<file path="config.mk">
export PLATFORM = sky130hd
export DESIGN_NAME = andor_sweep_ctrl
export DESIGN_NICKNAME = d
export VERILOG_FILES = /design/src/rtl/andor_sweep_ctrl.sv
export SDC_FILE = /design/constraint.sdc
export NUM_CORES = 1
export LEC_CHECK = 0
export BUFFER_PORTS_ARGS = -buffer_cell sky130_fd_sc_hd__buf_2
export CORE_AREA = 2 2 53 55
export DETAILED_ROUTE_END_ITERATION = 8
export DIE_AREA = 0 0 55 57
export PLACE_DENSITY = 0.83
export SLEW_MARGIN = 0
export SYNTH_ARGS = -nofsm -noshare
export SYNTH_HDL_FRONTEND = slang
export SYNTH_SLANG_ARGS = --single-unit
</file>
<file path="constraint.sdc">
create_clock -name clk -period 2.6 [get_ports clk]
set_clock_uncertainty 0.15 [all_clocks]
set_input_delay 0.52 -clock clk [delete_from_list [all_inputs] [get_ports clk]]
set_output_delay 0.52 -clock clk [all_outputs]
set_load 0.01 [all_outputs]
</file>
<file path="src/rtl/andor_sweep_ctrl.sv">
// Self-test sequencer for a two-input AndOr gate unit: sweeps {a,b} through
// all four patterns LOOPS times and checks the and/or/not outputs after a settle time.
module andor_sweep_ctrl #(
   parameter int unsigned SETTLE_CYCLES = 2,
   parameter int unsigned LOOPS         = 1
) (
   input  logic       clk,
   input  logic       rst,
   input  logic       start,
   input  logic       abort,
   output logic       dut_a,
   output logic       dut_b,
   input  logic       dut_and,
   input  logic       dut_or,
   input  logic       dut_not,
   output logic       busy,
   output logic       done,
   output logic       pass,
   output logic [3:0] err_vec,
   output logic [7:0] fail_cnt
);

   typedef enum logic [2:0] {
      S_IDLE,
      S_DRIVE,
      S_SETTLE,
      S_CHECK,
      S_DONE
   } state_t;

   localparam logic [3:0] SETTLE_LOAD = 4'(SETTLE_CYCLES);
   localparam logic [7:0] LAST_LOOP   = 8'(LOOPS - 1);

   state_t     r_state;
   state_t     w_next;
   logic [1:0] r_pattern;
   logic [7:0] r_loop;
   logic [3:0] r_settle;
   logic       r_dut_a;
   logic       r_dut_b;
   logic       r_pass;
   logic [3:0] r_err_vec;
   logic [7:0] r_fail_cnt;
   logic       w_abort;
   logic       w_mismatch;

   // abort only matters once a run is in flight
   assign w_abort    = abort && (r_state != S_IDLE);
   assign w_mismatch = (dut_and != (r_dut_a & r_dut_b)) ||
                       (dut_or  != (r_dut_a | r_dut_b)) ||
                       (dut_not != ~r_dut_a);

   // NOTE: sequential state uses <= so every register samples pre-edge values.
   always_ff @(posedge clk) begin
      if (rst) r_state <= S_IDLE;
      else     r_state <= w_next;
   end

   // NOTE: next-state defaults to hold before the case, so no path infers a latch.
   always_comb begin
      w_next = r_state;
      case (r_state)
         S_IDLE:   if (start) w_next = S_DRIVE;
         S_DRIVE:  w_next = S_SETTLE;
         S_SETTLE: if (r_settle <= 4'd1) w_next = S_CHECK;
         S_CHECK: begin
            if (r_pattern != 2'd3)       w_next = S_DRIVE;
            else if (r_loop < LAST_LOOP) w_next = S_DRIVE;
            else                         w_next = S_DONE;
         end
         S_DONE:   w_next = S_IDLE;
         default:  w_next = S_IDLE;
      endcase
      if (w_abort) w_next = S_IDLE;
   end

   always_ff @(posedge clk) begin
      if (rst) begin
         r_pattern  <= 2'd0;
         r_loop     <= 8'd0;
         r_settle   <= 4'd0;
         r_dut_a    <= 1'b0;
         r_dut_b    <= 1'b0;
         r_pass     <= 1'b0;
         r_err_vec  <= 4'd0;
         r_fail_cnt <= 8'd0;
      end else if (w_abort) begin
         r_dut_a <= 1'b0;
         r_dut_b <= 1'b0;
      end else begin
         case (r_state)
            S_IDLE: begin
               if (start) begin
                  r_pattern  <= 2'd0;
                  r_loop     <= 8'd0;
                  r_pass     <= 1'b0;
                  r_err_vec  <= 4'd0;
                  r_fail_cnt <= 8'd0;
               end
            end
            S_DRIVE: begin
               {r_dut_a, r_dut_b} <= r_pattern;
               r_settle           <= SETTLE_LOAD;
            end
            S_SETTLE: r_settle <= r_settle - 4'd1;
            S_CHECK: begin
               if (w_mismatch) begin
                  r_err_vec[r_pattern] <= 1'b1;
                  if (r_fail_cnt != 8'hFF) r_fail_cnt <= r_fail_cnt + 8'd1;
               end
               if (r_pattern == 2'd3) r_loop <= r_loop + 8'd1;
               r_pattern <= r_pattern + 2'd1;
            end
            // err_vec already includes any bit set by the final check
            S_DONE:  r_pass <= (r_err_vec == 4'd0);
            default: ;
         endcase
      end
   end

   assign dut_a    = r_dut_a;
   assign dut_b    = r_dut_b;
   assign busy     = (r_state != S_IDLE);
   assign done     = (r_state == S_DONE);
   assign pass     = r_pass;
   assign err_vec  = r_err_vec;
   assign fail_cnt = r_fail_cnt;

endmodule

</file>
# After elaboration in Yosys (flattened, before gate mapping)

Cells that the tools add are included.

$add $sub $neg: 4
Magnitude comparators: 4
Reduce and logical (&&, ||, !) cells: 18
Multiplexer cells: 21
Bitwise logic cells: 5
Eq/ne operators: 15

Operators with widths:

| operator                                                        | count |
|---|---|
| 2-to-1 mux 8 bit                                                | 4 |
| case mux 8 bit (2 select lines)                                 | 2 |
| adder 8 x 1 -> 8 bit (second input constant)                    | 2 |
| case mux 4 bit (2 select lines)                                 | 2 |
| 2-to-1 mux 3 bit                                                | 4 |
| != test 2 bit (second input constant)                           | 6 |
| case mux 3 bit (4 select lines)                                 | 1 |
| < comparator 8 x 1 -> 1 bit (second input constant)             | 1 |
| 2-to-1 mux 4 bit                                                | 2 |
| != test 8 bit (second input constant)                           | 1 |
| AND reduction 4 bit                                             | 2 |
| equality test 3 x 2 -> 1 bit (second input constant)            | 2 |
| AND reduction 3 bit                                             | 2 |
| nonzero test 2 bit                                              | 3 |
| AND reduction 5 bit                                             | 1 |
| less-or-equal comparator 4 x 1 -> 1 bit (second input constant) | 1 |
| logical NOT 4 bit                                               | 1 |
| bitwise OR 4 bit                                                | 1 |
| case mux 2 bit (2 select lines)                                 | 1 |
| AND reduction 2 bit                                             | 2 |
| subtractor 4 x 1 -> 4 bit (second input constant)               | 1 |
| equality test 3 x 1 -> 1 bit (second input constant)            | 1 |
| equality test 3 bit (second input constant)                     | 1 |
| logical NOT 3 bit                                               | 1 |
| 16 further kinds                                                | 22 |

Register bits after elaboration: 32
Output and inout port bits: 17
Word-level logic and storage cells: 76

# Logic depth before layout (Yosys ltp)

Depth in word-level cells: 7
Depth in mapped cells: 7

# Least setup slack after synthesis

OpenSTA, ideal clock, no wires.

Path type: input to register
Start point: in start
End point: reg r_fail_cnt[3] (netlist: fail_cnt[3])
Arrival time: 1.740 ns
Stages on the path: 5
Buffers on the path: 0
Path slack: 0.609 ns
Setup time: 0.101 ns
Path through: or3b_1 -> a21oi_2 -> o41a_1 -> nand3_1 -> o41ai_1

Cells in the longest elaborated chain, start to end: 2

RTL lines:

| item                                 | line | RTL |
|---|---|---|
| from (decl)                          | 9    | `input logic start,` |
| != test 2 bit (no source line)       | -    |  |
| AND reduction 5 bit (no source line) | -    |  |
| to (signal assigned)                 | 109  | `if (r_fail_cnt != 8'hFF) r_fail_cnt <= r_fail_cnt + 8'd1;` |
| to (decl)                            | 43   | `logic [7:0] r_fail_cnt;` |

Every way passes these cells.
A chain may end at the register's enable or synchronous reset.

# Worst setup path after layout

Start point: reg r_state[1]
End point: reg r_fail_cnt[3] (netlist: fail_cnt[3])

Cells in the longest elaborated chain, start to end: 4

RTL lines:

| item                                                                        | line | RTL |
|---|---|---|
| from (decl)                                                                 | 34   | `state_t r_state;` |
| from (signal assigned)                                                      | 56   | `else r_state <= w_next;` |
| parallel branches: the longest is 4 deep, another holds AND reduction 5 bit | -    |  |

Several ways; the timed one is not identified.

==> results.txt <==
Gr ovfl total - 0
Setup TNS - 0 ps
Clock-pin slew on the worst setup and hold paths - 140 ps
Max Buffers Root-to-Sink - 2
NetSw - 335.0 uW
Mean Syn Cell Area - 7.860 um2
CTS root buffer - clkbuf_4
Async set or reset register ratio after synthesis - 0%
Mapped Nets - 184
Initial core utilization - 51.10%
Post-Syn Area - 0.001336 mm2
Die ar. - 0.003135 mm2
Sequential element share of the synthesized area - 35.96%
Antenna-violating nets left - 0
Htree depth - 1
Top_reg_cell synth - dfxtp_1
Final Non-Filler Cells - 223
IO buf count - 23
Least-Margin Pin Slew - 500.6 ps
Routed vias - 1,315
Internal Pwr Total - 617.1 uW
First DRT Iteration DRCs - 39
Cts hold-fix bufs - 0
DP Cell Count - 219
Post-synth EDFFs - 0
Sink Count - 24
Switching portion of total power - 35.19%
Die Wd - 55 um
Synth cell types - 43
CP Capture Type - flip-flop
Comb power frac - 32.5%
Min cycle time layout - 2276 ps
Core area - 0.002615 mm2
Tot GR Track Use - 21.22%
Final hold violations - 0
Vias in the first global route - 1,224
Largest net degree at the start of global routing - 21
Post-DP HPWL - 2.255 mm
Clock buffer count from CTS - 3
# nets final - 207
Top sig layer - met4
Final Setup Violations - 0
Synthesis warning total - 0
Ant. Diodes - 0
Fill cells - 242
Clock latency on the worst-skew pair - 320 ps
Met2 Routed Length - 1.435 mm
Final period util - 87.55%
Layout overhead on the synthesized area - 13.30%
Startpoint Class - flip-flop
Met3 wire length - 147 um
Max Cap Viol - 0
Wire per inst - 13.46 um
Setup Buffers After CTS - 0
WP data required - 2670 ps
Static Leak - 0.0006227 uW
Mapped Cells - 170
WL met1 - 1.378 mm
P per Cell Area - 628.9 mW/mm2
Vias/cell - 5.897
Worst hold path type - reg -> reg
Worst Path Arrival - 2350 ps
Status - finished, final reports clean
Seq pwr share - 46.3%
Total power - 952.1 uW
PostCTS Resize Cnt - 0
First-pass GRT wire length - 5.119 mm
Cell row count - 19
Finished Core Util - 57.89%
Synth Register Bits - 24
CP max FO - 10
Relative slew margins - 66.26%
Clock power share - 21.2%
Pre-antenna DRT Iters - 4
Max Transition Viols Final - 0
CTS tree - built
Final GP Congestion - 0.8979
I/O pin count - 24
Max Fclk - 0.4393 GHz
DRT Wirelength - 3.002 mm
Initial antenna violation count - 0
RSZ-0062 raised after global routing - false
Max IR drop VDD - 0.4648 mV
DRC violations left - 0
Share of cells above drive strength 1 - 17.19%
Die Y - 57 um
Kind of critical path - reg -> reg
[state kept, by name, summed over array words and instances (netlist names)]
register	flops
fail_cnt	8
dut_b	1
r_state	3
r_pattern	2
pass	1
r_settle	4
err_vec	4
dut_a	1
[cell type report]
type | instances | area [um2] | area share, %
Inverter | 10 | 37.54 | 2.479
Tap cell | 31 | 38.79 | 2.562
Clock buffer | 4 | 36.28 | 2.397
Timing Repair Buffer | 26 | 137.6 | 9.091
Multi-Input combinational cell | 128 | 783.3 | 51.74
Sequential cell | 24 | 480.5 | 31.74
[stage by stage]
step                      setup slack [ps]  instance area (um2)  hold slack [ps]
after floorplan                      609.0                 1336            324.3
after CTS                            339.7                 1514            375.5
after global placement               376.4                 1478            335.7
final                                323.8                 1514            376.2
after detailed placement             186.9                 1478            342.7
after global routing                 198.5                 1514            408.1
[final timing paths]
path                            startpoint           to  slack (ps)  cells past startpoint
worst min-delay path            err_vec[3]   err_vec[3]         380                      2
worst max-delay path            r_state[1]  fail_cnt[3]         320                      6
worst max register to register  r_state[1]  fail_cnt[3]         320                      6
worst min register to register  err_vec[3]   err_vec[3]         380                      2
[worst max-delay path, cell delays in order, from the launching register on]
cell and delay [ps]:
dfxtp_1 540, nand2_2 120, or2_0 330, o41a_1 470, buf_4 190, a311o_1 320
o41ai_1 70
[power groups by stage]
stage	sequential (uW)	combinational, uW	clock [uW]
after floorplan	436	238	0
after global placement	444	295	0
after detailed placement	448	304	0
after CTS	440	308	202
after global routing	447	351	215
final	441	310	201
[cells in the mapped netlist (all sizes together), types with 2 or more instances]
cell	instances	area, um2
a31oi	2	12.51
clkbuf	6	22.52
inv	10	37.54
and2	2	12.51
nor2	32	120.1
o21ai	6	30.03
a2bb2oi	2	17.52
and3	2	12.51
a211oi	2	15.01
dfxtp	24	480.5
mux2i	3	30.03
o31ai	3	22.52
nor2b	2	12.51
nand4	3	18.77
xnor2	2	17.52
nor3	8	40.04
o32ai	3	26.28
ha	7	87.58
o21bai	2	15.01
nand2	11	43.80
nand3b	2	15.01
buf	2	12.51
o41ai	2	25.03
a21oi	15	78.83
nand3	3	15.01
[cell usage in the layout (no fill, tap or decap), types with 2 or more instances in the layout]
cell type and n:
inv_1 10, buf_2 23, a21oi_1 14, nand3_1 3
o21ai_0 6, nand3b_1 2, and2_1 2, o32ai_1 3
o21bai_1 2, nand4_1 3, nor3_1 8, nand2_1 10
nor2b_1 2, xnor2_1 2, a31oi_1 2, dfxtp_1 24
a2bb2oi_1 2, a211oi_1 2, nor2_1 32, mux2i_1 3
o31ai_1 3, clkbuf_4 3, and3_1 2, ha_1 7
buf_4 3
[cell families after synthesis]
family / Yosys count / share of synthesized area [%]
simple gates: 71 / 24.81
compound gates: 45 / 23.69
flops: 24 / 35.95
buf+inv: 18 / 5.431
fa+ha+maj: 7 / 6.554
mux: 3 / 2.247
xor+xnor: 2 / 1.311
[routing by layer]
layer	GRT usage, %	up-vias
met4	7.666	0
li1	-	650
met3	2.618	6
met1	28.60	616
met5	0	-
met2	34.35	43
(Power assumes the default switching activity.)
